**src/rtl/uart_rx_frame_check_if.sv**
```systemverilog
// Sampler/config-side and RX-FIFO-side signals of the UART RX frame checker.
// Counter signals exist only when ERR_COUNT_EN is defined.
interface uart_rx_frame_check_if #(
  parameter int DATAWIDTH = 8
`ifdef ERR_COUNT_EN
  , parameter int CNTWIDTH = 8
`endif
);
  localparam int LENW = $clog2(DATAWIDTH + 1);

  logic                 start_det;
  logic                 bit_strobe;
  logic                 ser_in;
  logic [LENW-1:0]      data_len;
  logic                 parity_en;
  logic                 parity_type;
  logic                 two_stop;
  logic [DATAWIDTH-1:0] rx_dat;
  logic                 rx_vld;
  logic                 parity_err;
  logic                 stop_err;
  logic                 busy;
`ifdef ERR_COUNT_EN
  logic                 err_clr;
  logic [CNTWIDTH-1:0]  par_err_cnt;
  logic [CNTWIDTH-1:0]  stop_err_cnt;
`endif

  modport master (
    output start_det, bit_strobe, ser_in, data_len, parity_en, parity_type, two_stop,
    input  rx_dat, rx_vld, parity_err, stop_err, busy
`ifdef ERR_COUNT_EN
    , output err_clr
    , input  par_err_cnt, stop_err_cnt
`endif
  );

  modport slave (
    input  start_det, bit_strobe, ser_in, data_len, parity_en, parity_type, two_stop,
    output rx_dat, rx_vld, parity_err, stop_err, busy
`ifdef ERR_COUNT_EN
    , input  err_clr
    , output par_err_cnt, stop_err_cnt
`endif
  );
endinterface

```
**src/rtl/uart_rx_frame_check.sv**
```systemverilog
// UART RX frame checker: LSB-first data, optional parity, 1/2 stop bits; ERR_COUNT_EN adds saturating error counters.
// rx_vld is high the cycle after the edge consuming the last stop strobe; strobe-paced, no backpressure accepted.
module uart_rx_frame_check #(
  parameter int DATAWIDTH = 8
`ifdef ERR_COUNT_EN
  , parameter int CNTWIDTH = 8
`endif
) (
  input  logic                  clk_i,
  input  logic                  rst_ni,
  uart_rx_frame_check_if.slave  rx
);
  localparam int LENW = $clog2(DATAWIDTH + 1);

  typedef enum logic [2:0] {
    S_IDLE   = 3'd0,
    S_DATA   = 3'd1,
    S_PARITY = 3'd2,
    S_STOP   = 3'd3,
    S_DONE   = 3'd4
  } state_e;

  state_e               state_q, state_d;
  logic [LENW-1:0]      len_q, len_d;
  logic [LENW-1:0]      bit_cnt_q, bit_cnt_d;
  logic                 par_en_q, par_en_d;
  logic                 par_odd_q, par_odd_d;
  logic                 two_stop_q, two_stop_d;
  logic                 second_q, second_d;
  logic [DATAWIDTH-1:0] shift_q, shift_d;
  logic                 xor_q, xor_d;
  logic                 par_acc_q, par_acc_d;
  logic                 stop_acc_q, stop_acc_d;
  logic [DATAWIDTH-1:0] data_q, data_d;
  logic                 perr_q, perr_d;
  logic                 serr_q, serr_d;
  logic [LENW-1:0]      eff_len;

  assign eff_len = (rx.data_len == '0 || rx.data_len > LENW'(DATAWIDTH))
                 ? LENW'(DATAWIDTH) : rx.data_len;

  always_ff @(posedge clk_i or negedge rst_ni) begin
    if (!rst_ni) begin
      state_q    <= S_IDLE;
      len_q      <= '0;
      bit_cnt_q  <= '0;
      par_en_q   <= 1'b0;
      par_odd_q  <= 1'b0;
      two_stop_q <= 1'b0;
      second_q   <= 1'b0;
      shift_q    <= '0;
      xor_q      <= 1'b0;
      par_acc_q  <= 1'b0;
      stop_acc_q <= 1'b0;
      data_q     <= '0;
      perr_q     <= 1'b0;
      serr_q     <= 1'b0;
    end else begin
      state_q    <= state_d;
      len_q      <= len_d;
      bit_cnt_q  <= bit_cnt_d;
      par_en_q   <= par_en_d;
      par_odd_q  <= par_odd_d;
      two_stop_q <= two_stop_d;
      second_q   <= second_d;
      shift_q    <= shift_d;
      xor_q      <= xor_d;
      par_acc_q  <= par_acc_d;
      stop_acc_q <= stop_acc_d;
      data_q     <= data_d;
      perr_q     <= perr_d;
      serr_q     <= serr_d;
    end
  end

  always_comb begin
    state_d    = state_q;
    len_d      = len_q;
    bit_cnt_d  = bit_cnt_q;
    par_en_d   = par_en_q;
    par_odd_d  = par_odd_q;
    two_stop_d = two_stop_q;
    second_d   = second_q;
    shift_d    = shift_q;
    xor_d      = xor_q;
    par_acc_d  = par_acc_q;
    stop_acc_d = stop_acc_q;
    data_d     = data_q;
    perr_d     = perr_q;
    serr_d     = serr_q;

    case (state_q)
      // DONE is the valid cycle; a start there chains straight into the next frame.
      S_IDLE, S_DONE: begin
        if (rx.start_det) begin
          state_d    = S_DATA;
          len_d      = eff_len;
          par_en_d   = rx.parity_en;
          par_odd_d  = rx.parity_type;
          two_stop_d = rx.two_stop;
          bit_cnt_d  = '0;
          second_d   = 1'b0;
          shift_d    = '0;
          xor_d      = 1'b0;
          par_acc_d  = 1'b0;
          stop_acc_d = 1'b0;
        end else begin
          state_d = S_IDLE;
        end
      end
      S_DATA: begin
        if (rx.bit_strobe) begin
          for (int i = 0; i < DATAWIDTH; i++) begin
            if (bit_cnt_q == LENW'(i)) shift_d[i] = rx.ser_in;
          end
          xor_d     = xor_q ^ rx.ser_in;
          bit_cnt_d = bit_cnt_q + LENW'(1);
          if (bit_cnt_d == len_q) state_d = par_en_q ? S_PARITY : S_STOP;
        end
      end
      S_PARITY: begin
        if (rx.bit_strobe) begin
          par_acc_d = xor_q ^ rx.ser_in ^ par_odd_q;
          state_d   = S_STOP;
        end
      end
      S_STOP: begin
        if (rx.bit_strobe) begin
          stop_acc_d = stop_acc_q | ~rx.ser_in;
          if (two_stop_q && !second_q) begin
            second_d = 1'b1;
          end else begin
            state_d = S_DONE;
            data_d  = shift_q;
            perr_d  = par_acc_q;
            serr_d  = stop_acc_q | ~rx.ser_in;
          end
        end
      end
      default: state_d = S_IDLE;
    endcase
  end

  assign rx.rx_dat     = data_q;
  assign rx.rx_vld     = (state_q == S_DONE);
  assign rx.parity_err = perr_q;
  assign rx.stop_err   = serr_q;
  assign rx.busy       = (state_q != S_IDLE);

`ifdef ERR_COUNT_EN
  logic [CNTWIDTH-1:0] par_cnt_q, par_cnt_d;
  logic [CNTWIDTH-1:0] stop_cnt_q, stop_cnt_d;

  always_comb begin
    par_cnt_d  = par_cnt_q;
    stop_cnt_d = stop_cnt_q;
    if (rx.err_clr) begin
      par_cnt_d  = '0;
      stop_cnt_d = '0;
    end else if (state_q == S_DONE) begin
      if (perr_q && par_cnt_q != '1)  par_cnt_d  = par_cnt_q + CNTWIDTH'(1);
      if (serr_q && stop_cnt_q != '1) stop_cnt_d = stop_cnt_q + CNTWIDTH'(1);
    end
  end

  always_ff @(posedge clk_i or negedge rst_ni) begin
    if (!rst_ni) begin
      par_cnt_q  <= '0;
      stop_cnt_q <= '0;
    end else begin
      par_cnt_q  <= par_cnt_d;
      stop_cnt_q <= stop_cnt_d;
    end
  end

  assign rx.par_err_cnt  = par_cnt_q;
  assign rx.stop_err_cnt = stop_cnt_q;
`endif
endmodule

```
**src/flat_wrapper.sv**
```systemverilog
// flat-port wrapper written by rule: the top's interface ports become plain ports
module uart_rx_frame_check_flat 
#(
  parameter int DATAWIDTH = 8

)
  (clk_i, rst_ni, rx_start_det, rx_bit_strobe, rx_ser_in, rx_data_len, rx_parity_en, rx_parity_type, rx_two_stop, rx_rx_dat, rx_rx_vld, rx_parity_err, rx_stop_err, rx_busy);
  uart_rx_frame_check_if #(.DATAWIDTH(DATAWIDTH)) rx_i ();
  input  logic clk_i;
  input  logic rst_ni;
  input wire logic [$bits(rx_i.start_det)-1:0] rx_start_det;
  input wire logic [$bits(rx_i.bit_strobe)-1:0] rx_bit_strobe;
  input wire logic [$bits(rx_i.ser_in)-1:0] rx_ser_in;
  input wire logic [$bits(rx_i.data_len)-1:0] rx_data_len;
  input wire logic [$bits(rx_i.parity_en)-1:0] rx_parity_en;
  input wire logic [$bits(rx_i.parity_type)-1:0] rx_parity_type;
  input wire logic [$bits(rx_i.two_stop)-1:0] rx_two_stop;
  output wire logic [$bits(rx_i.rx_dat)-1:0] rx_rx_dat;
  output wire logic [$bits(rx_i.rx_vld)-1:0] rx_rx_vld;
  output wire logic [$bits(rx_i.parity_err)-1:0] rx_parity_err;
  output wire logic [$bits(rx_i.stop_err)-1:0] rx_stop_err;
  output wire logic [$bits(rx_i.busy)-1:0] rx_busy;
  assign rx_i.start_det = rx_start_det;
  assign rx_i.bit_strobe = rx_bit_strobe;
  assign rx_i.ser_in = rx_ser_in;
  assign rx_i.data_len = rx_data_len;
  assign rx_i.parity_en = rx_parity_en;
  assign rx_i.parity_type = rx_parity_type;
  assign rx_i.two_stop = rx_two_stop;
  assign rx_rx_dat = rx_i.rx_dat;
  assign rx_rx_vld = rx_i.rx_vld;
  assign rx_parity_err = rx_i.parity_err;
  assign rx_stop_err = rx_i.stop_err;
  assign rx_busy = rx_i.busy;
  uart_rx_frame_check #(.DATAWIDTH(DATAWIDTH)) u_core (.clk_i(clk_i), .rst_ni(rst_ni), .rx(rx_i));
endmodule
```
**config.mk**
```make
export PLATFORM = sky130hd
export DESIGN_NAME = uart_rx_frame_check_flat
export DESIGN_NICKNAME = d
export VERILOG_FILES = /design/src/rtl/uart_rx_frame_check_if.sv /design/src/rtl/uart_rx_frame_check.sv /design/src/flat_wrapper.sv
export SDC_FILE = /design/constraint.sdc
export NUM_CORES = 1
export LEC_CHECK = 0
export CAP_MARGIN = 20
export CORE_MARGIN = 4
export CORE_UTILIZATION = 40
export CTS_BUF_LIST = sky130_fd_sc_hd__clkbuf_8
export DETAILED_ROUTE_END_ITERATION = 12
export GPL_TIMING_DRIVEN = 1
export RECOVER_POWER = 100
export SYNTH_ARGS = -nofsm -noshare
export SYNTH_HDL_FRONTEND = slang
export SYNTH_SLANG_ARGS = --single-unit
```
**constraint.sdc**
```tcl
create_clock -name clk_i -period 3.9 [get_ports clk_i]
set_input_delay 0.78 -clock clk_i [delete_from_list [all_inputs] [get_ports clk_i]]
set_output_delay 0.78 -clock clk_i [all_outputs]
set_load 0.01 [all_outputs]
```
After elaboration in Yosys (flattened, before gate mapping). Cells that the tools add are included.

Reductions and logical operators: 26. Multiplexer cells: 33. Magnitude comparators: 1. Bitwise gates (word level): 5. Equality and inequality tests: 27. $add $sub $neg: 1.

Operators with widths (count): AND reduction 4 bit (9); inequality test 2 x 1 -> 1 bit, second input constant (10); == test 4 x 3 -> 1 bit, second input constant (4); 2-to-1 mux 1 bit (16); 2-to-1 mux 8 bit (2); one-hot mux 8 bit (2 select lines) (1); 2-to-1 mux 3 bit (5); 2-to-1 mux 4 bit (3); one-hot mux 3 bit (4 select lines) (1); AND reduction 3 bit (4); inequality test 2 bit, second input constant (5); == test 4 x 2 -> 1 bit, second input constant (2); logical NOT 4 bit (2); one-hot mux 1 bit (2 select lines) (4); one-hot mux 4 bit (2 select lines) (1); == test 3 x 2 -> 1 bit, second input constant (2); nonzero test 2 bit (3); AND reduction 5 bit (1); adder 4 x 1 -> 4 bit, second input constant (1); == test 4 x 1 -> 1 bit, second input constant (1); == test 4 bit (1); > comparator 4 bit, second input constant (1); == test 3 x 1 -> 1 bit, second input constant (1); == test 3 bit, second input constant (1); other kinds (10) (12).

Output and inout port bits: 12. Flip-flop bits (word level): 36. Bits of input ports: 12.

Longest topological paths before layout. Gate-level depths: netlist of the first run.

Depth in word-level cells: 5. Mapped depth: 6. Gate-level depth less buffers: 6.

Worst setup path after synthesis of the first run. Ideal clock, no wire load.

Path kind: input port to flip-flop. Start: input rx_bit_strobe. End: register u_core.perr_q, in the netlist u_core.rx.parity_err. Setup time: 0.125 ns. Setup slack: 1.993 ns. Stages: 5. Arrival: 1.782 ns. Buffers on the path: 2. Required time: 3.775 ns. Cell sequence: clkbuf_2 > nand2_2 > nor3b_4 > buf_6 > mux2_2.

Word-level cells in the longest chain between the ends: 1.

Ends and longest elaborated chain: start, declared (line flat_wrapper.sv:12) `input wire logic [$bits(rx_i.bit_strobe)-1:0] rx_bit_strobe;`; AND reduction 3 bit (no line); end signal, assigned (line uart_rx_frame_check.sv:71) `perr_q <= perr_d;`; end, declared (line uart_rx_frame_check.sv:35) `logic perr_q, perr_d;`.

No other way between the ends. A chain may end at the register's enable or synchronous reset.

==> reports/results.tsv, run 1 <==
stage	metric	value	unit
outcome	run status	finished, violations left	
outcome	failing checks	max-capacitance violations, max-slew violations	
timing	post-route setup TNS	0	ns
pwr	Lkg Pwr	1.02	nW
synthesis	area leader, netlist	dfrtp_1	
worst_setup_path	Critical path buffers and inverters	2	
detailed_routing	DRT iter0 DRCs	59	
placement	Placed Area	2030	um2
cts	clk slew on worst S/H paths	0.07	ns
pwr	peak supply drop	239	uV
synthesis	#FFs+latches synth	36	
floorplan	Ports	24	
floorplan	std cell rows	23	
pwr	clock power share	18.9	%
synthesis	syn nets	176	
synthesis	synthesized area	1770	um2
global_routing	grt ovf	0	
cts	clk sinks	36	
worst_setup_path	crit path launch type	input pin	
timing	Slew Viols, Final	37	
layout	P&R area growth vs syn	18.0	%
floorplan	die width	74.5	um
synthesis	Synth top area share	50.9	%
pwr	combinational power share	36.8	%
worst_setup_path	critical path arrival	2.67	ns
worst_setup_path	CP endpoint kind	async pin	
cts	H-tree depth	2	
layout	cell area after layout	2090	um2
synthesis	register area share after synthesis	50.9	%
cts	post-cts resize count	0	
timing	fin crit share	67.8	%
cts	cts bufs inserted	5	
detailed_routing	DR WL/cell	13.6	um
detailed_routing	WL final	3.22	mm
worst_setup_path	worst path required time	3.93	ns
layout	most frequent cells in the layout	dfrtp_1, nand2_1, dlygate4sd3_1	
layout	# diodes	0	
synthesis	YS warnings	0	
timing	RSZ-0062 raised after global routing	false	
min_path	Hold Crit Class	reg -> reg	
floorplan	core area	4140	um2
placement	gpl congestion	0.809	
timing	Fin. Hold Viols	0	
timing	final worst slack	1.26	ns
synthesis	Mean Syn Cell Area	11.1	um2
cts	TritonCTS clock tree	built	
timing	worst slew pin tran	1.90	ns
cts	Clock Tree Buf Depth	2	
worst_setup_path	largest delay contributor family on the critical path	buffers and inverters	
flow_run	number of max-cap violations	1	
layout	share of cells above drive strength 1	10.8	%
floorplan	Die Y	74.5	um
pwr	internal power consumption	0.947	mW
timing	min Tclk post-route	2.64	ns
cts	Worst-Skew Late Latency	0.29	ns
pwr	P_sw	0.494	mW
pwr	Flop pwr share	44.3	%
placement	dpl hpwl	2.33	mm
layout	post-layout net count	201	
global_routing	vias in the first global route	1230	
timing	Peak Freq	0.378	GHz
floorplan	DIE AREA	5550	um2
synthesis	unique cell type count in the Yosys netlist	37	
pwr	PwrDens	690	nW/um2
worst_setup_path	slowest cell delay on critical path	1.36	ns
detailed_routing	via count	1203	
global_routing	first-pass GRT wire length	5.66	mm
global_routing	antenna violations before repair	0	
synthesis	cell count after synthesis	160	
worst_setup_path	Critical Setup Path Class	in -> async	
pwr	Sw Ratio	34.3	%
detailed_routing	post-route ant nets	0	
placement	Port Buffers	23	
detailed_routing	drt via density	5.10	
floorplan	Initial Util	42.7	%
layout	commonest non-fill, non-tap cell in the layout	dfrtp_1	
detailed_routing	# DRC	0	
synthesis	top area cells in the synthesized netlist	dfrtp_1, mux2_2, nand2_1	
worst_setup_path	CP max FO	36	
timing	Setup Viol. Count Final	0	
timing	clock skew	0.00801	ns
timing	Slew HR	-26.8	%
cts	Root Driver	clkbuf_8	
worst_setup_path	Slowest-stage cell, CP	clkbuf_1	
worst_setup_path	CP Cell Sequence	dlygate4sd3_1, clkbuf_1	
global_routing	Total GRT Usage	13.8	%
cts	post-CTS setup buffer count	0	
cts	CTS Hold Bufs	0	
detailed_routing	drt pass-1 iters	4	
placement	dpl ws	1.16	ns
global_routing	largest net degree at the start of global routing	37	
-- final timing paths --
path | startpoint | end | cells past startpoint | slack (ns)
hold reg to reg | u_core.shift_q[5] | u_core.rx.rx_dat[5] | 1 | 0.50
min in group asynchronous | rst_ni | u_core.stop_acc_q | 2 | 1.55
max in group clk_i | u_core.state_q[0] | rx_rx_vld | 3 | 1.42
setup reg to reg | u_core.state_q[2] | u_core.rx.rx_dat[7] | 3 | 2.08
setup / recovery | rst_ni | u_core.second_q | 2 | 1.26
hold / removal | u_core.shift_q[5] | u_core.rx.rx_dat[5] | 1 | 0.50
-- cell usage after synthesis, drive strengths merged --
cell type	number
nand2b	6
nand3b	1
o21a	1
a41oi	1
inv	5
and3	1
a22o	1
a31oi	1
nor2	7
mux2i	9
xor3	1
xor2	3
buf	4
nor3	4
nor3b	3
clkbuf	2
o21ai	11
a21o	2
dfrtp	36
nand2	30
xnor2	4
ha	4
nand4bb	1
or3	1
and2	1
a21oi	3
nand3	2
o221ai	1
mux2	12
o31ai	2
-- through the flow --
| step | util (%) | cells | power (mW) | hold slack (ns) |
|---|---|---|---|---|
| floorplan | - | 160 | 1.03 | 0.466 |
| global placement | 48.9 | 228 | 1.20 | 0.487 |
| detailed placement | 48.9 | 228 | 1.22 | 0.492 |
| CTS | 51.2 | 236 | 1.50 | 0.509 |
| global route | 50.4 | 236 | 1.56 | 0.524 |
| finish | 50.4 | 236 | 1.44 | 0.504 |
-- registers in the layout, summed over array words and instances, names as in the netlist --
register and count:
u_core.second_q 1, u_core.two_stop_q 1, u_core.bit_cnt_q 4, u_core.par_odd_q 1, u_core.len_q 4, u_core.rx.rx_dat 8, u_core.stop_acc_q 1, u_core.state_q 3
u_core.xor_q 1, u_core.rx.parity_err 1, u_core.par_acc_q 1, u_core.rx.stop_err 1, u_core.par_en_q 1, u_core.shift_q 8
-- cell type report --
type                       instances  area (um2)
timing repair buffer              24         234
multi-input combinational        113         778
clock inverter                     2        11.3
sequential                        36         901
fill                             390        2060
clock buffer                       6        82.6
tap                               50        62.6
inverter                           5        18.8
-- power groups by stage --
stage / clock [mW] / sequential [mW] / combinational, mW
6_report: 0.272 / 0.639 / 0.530
5_1_grt: 0.299 / 0.660 / 0.603
4_1_cts: 0.285 / 0.644 / 0.571
3_5_place_dp: 0 / 0.651 / 0.569
3_3_place_gp: 0 / 0.644 / 0.558
2_1_floorplan: 0 / 0.631 / 0.397
-- cells by family after synthesis --
| logic type | Yosys count | share of synthesized area [%] |
|---|---|---|
| muxes | 21 | 12.7 |
| xor gates and xnor gates | 8 | 4.81 |
| buffers and inverters | 11 | 3.53 |
| and+or+nand+nor | 57 | 17.3 |
| adders and majority gates | 4 | 2.83 |
| AOI/OAI and AO/OA | 23 | 7.91 |
| DFF | 36 | 50.9 |
-- layer usage --
metal | global-route usage (%) | part of all wire, %
met3 | 4.05 | 3.7
met5 | 0 | 0
met2 | 21.8 | 49
met4 | 7.11 | 2.2
met1 | 17.2 | 45
Note: power is estimated with default switching activity, not from simulation.
==> inputs of run 2 (changes only) <==
==> constraint.sdc (replaced) <==
create_clock -name clk_i -period 2.3 [get_ports clk_i]
set_input_delay 0.46 -clock clk_i [delete_from_list [all_inputs] [get_ports clk_i]]
set_output_delay 0.46 -clock clk_i [all_outputs]
set_load 0.01 [all_outputs]
==> run 2 against run 1 <==
Effect of this change: the flow now finishes without violations; register-to-register slack worse by 1.5 ns; critical path depth is 1 higher; clock skew is 0.0043 ns lower; non-clock buffer count is 3 higher; worst setup slack worse by 1.1 ns; cell count is 1.3% higher; die area stayed put; via count is 2.6% higher; core utilization is 0.63 points higher; wire length is 7.1% higher; worst hold slack worse by 0.0017 ns; critical path type is now reg -> out.
==> reports/results.tsv, run 2 (synthesis gave the netlist of run 1 again) <==
stage	metric	value	unit
worst_setup_path	Worst R2R Start	u_core.bit_cnt_q[0]	
worst_setup_path	crit path launch type	register	
worst_setup_path	critical path arrival	1.70	ns
pwr	Tot Pwr	2.47	mW
floorplan	Initial Util	42.7	%
timing	Slew HR	41.0	%
worst_setup_path	Critical path buffers and inverters	1	
cts	Worst-Skew Late Latency	0.29	ns
cts	clk sinks	36	
placement	Placed Area	2050	um2
detailed_routing	DRT iter0 DRCs	60	
detailed_routing	# DRC	0	
worst_setup_path	worst reg-to-reg path cell count	6	
layout	post-layout net count	204	
placement	dpl hpwl	2.46	mm
outcome	run status	finished, final reports clean	
floorplan	Die Y	74.5	um
pwr	P_sw	0.853	mW
pwr	Flop pwr share	44.1	%
global_routing	first-pass GRT wire length	5.77	mm
timing	worst slew pin tran	0.885	ns
timing	min Tclk post-route	2.16	ns
min_path	Hold Crit Class	reg -> reg	
detailed_routing	WL final	3.45	mm
cts	Root Driver	clkbuf_8	
layout	Filler cells	390	
global_routing	vias in the first global route	1236	
layout	area taken by multi-input logic gates	788	um2
detailed_routing	drt via density	5.16	
worst_setup_path	Worst Setup SP	u_core.state_q[0]	
timing	post-route setup TNS	0	ns
pwr	PwrDens	1170	nW/um2
cts	cts bufs inserted	5	
worst_setup_path	CP Cell Sequence	nor2_1, and2_0, clkdlybuf4s50_1	
flow_run	number of max-cap violations	0	
cts	TritonCTS clock tree	built	
layout	# diodes	0	
floorplan	std cell rows	23	
layout	most frequent cells in the layout	dfrtp_1, nand2_1, dlygate4sd3_1	
worst_setup_path	CP max FO	11	
worst_setup_path	reg-to-reg slack, setup	0.61	ns
worst_setup_path	Slowest-stage cell, CP	clkdlybuf4s50_1	
timing	RSZ-0062 raised after global routing	false	
timing	Peak Freq	0.464	GHz
layout	commonest non-fill, non-tap cell in the layout	dfrtp_1	
placement	gpl congestion	0.794	
cts	H-tree depth	2	
cts	post-cts resize count	0	
worst_setup_path	Critical Setup Path Class	reg -> out	
detailed_routing	via count	1234	
pwr	clock power share	18.4	%
worst_setup_path	largest delay contributor family on the critical path	buffers and inverters	
detailed_routing	DR WL/cell	14.4	um
floorplan	die width	74.5	um
detailed_routing	drt pass-1 iters	4	
layout	Register Area	901	um2
placement	dpl ws	0.178	ns
timing	Setup Viol. Count Final	0	
timing	final worst slack	0.145	ns
worst_setup_path	worst path required time	1.84	ns
worst_setup_path	slowest cell delay on critical path	0.54	ns
pwr	Sw Ratio	34.6	%
floorplan	core area	4140	um2
worst_setup_path	critical path depth in cells	3	
worst_setup_path	CP endpoint kind	primary output	
timing	Fin. Hold Viols	0	
global_routing	grt ovf	0	
cts	clk slew on worst S/H paths	0.07	ns
layout	share of cells above drive strength 1	12.7	%
layout	cell area after layout	2110	um2
cts	Clock Tree Buf Depth	2	
global_routing	antenna violations before repair	0	
cts	post-CTS setup buffer count	0	
pwr	combinational power share	37.5	%
placement	# placed instances	231	
worst_setup_path	RR Endpoint	u_core.state_q[0]	
detailed_routing	post-route ant nets	0	
timing	fin crit share	93.7	%
pwr	internal power consumption	1.62	mW
global_routing	Total GRT Usage	13.8	%
global_routing	largest net degree at the start of global routing	37	
worst_setup_path	crit path to	rx_rx_vld	
floorplan	DIE AREA	5550	um2
timing	clock skew	0.00369	ns
layout	P&R area growth vs syn	19.4	%
pwr	Lkg Pwr	1.04	nW
timing	Slew Viols, Final	0	
layout	fin cells	239	
placement	Port Buffers	23	
floorplan	Ports	24	
pwr	peak supply drop	379	uV
cts	CTS Hold Bufs	0	
run 2: cell types whose count changed in the layout (fill, tap and decap cells not counted):
cell / before / now
clkinvlp_4: 1 / 0
and2_0: 0 / 1
nor3b_2: 0 / 1
clkbuf_2: 0 / 1
and2_1: 1 / 0
nor3_2: 0 / 1
inv_1: 6 / 7
nor3_1: 4 / 3
nor3b_1: 2 / 1
dlygate4sd3_1: 15 / 13
buf_4: 0 / 2
clkdlybuf4s50_1: 8 / 10
run 2: power by group through the flow:
stage          Sequential, mW  Combinational [mW]  Clock (mW)
2_1_floorplan            1.07               0.673           0
3_3_place_gp             1.09               0.958           0
3_5_place_dp             1.11               0.979           0
4_1_cts                  1.10               0.989       0.465
5_1_grt                  1.13                1.04       0.485
6_report                 1.09               0.926       0.454
run 2: area by class of cell:
class	instances	area share [%]
sequential	36	42.6
multi-input combinational	113	37.3
timing repair buffer	27	12.0
clock buffer	6	3.91
tap	50	2.96
inverter	5	0.888
clock inverter	2	0.355
run 2: per-stage QoR:
stage | utilization (%) | hold slack [ns]
after floorplan | - | 0.164
after global placement | 49.5 | 0.489
after detailed placement | 49.5 | 0.497
after CTS | 51.6 | 0.512
after global routing | 51.0 | 0.529
final | 51.0 | 0.503
run 2: per-layer routing:
layer	vias up	global-route usage, %	share of wire [%]
met2	28	21.9	48
li1	598	-	-
met3	8	4.19	5.3
met4	0	5.34	1.9
met1	600	17.7	45
met5	-	0	0
run 2: worst min-delay path by stage:
stage | cells after the start | slack [ns] | to | from
6_report | 1 | 0.50 | u_core.rx.rx_dat[2] | u_core.shift_q[2]
5_1_grt | 1 | 0.53 | u_core.rx.rx_dat[4] | u_core.rx.rx_dat[4]
4_1_cts | 1 | 0.51 | u_core.rx.rx_dat[2] | u_core.shift_q[2]
3_5_place_dp | 1 | 0.50 | u_core.rx.rx_dat[2] | u_core.shift_q[2]
3_3_place_gp | 1 | 0.49 | u_core.rx.rx_dat[2] | u_core.rx.rx_dat[2]
2_1_floorplan | 0 | 0.16 | u_core.bit_cnt_q[0] | rst_ni
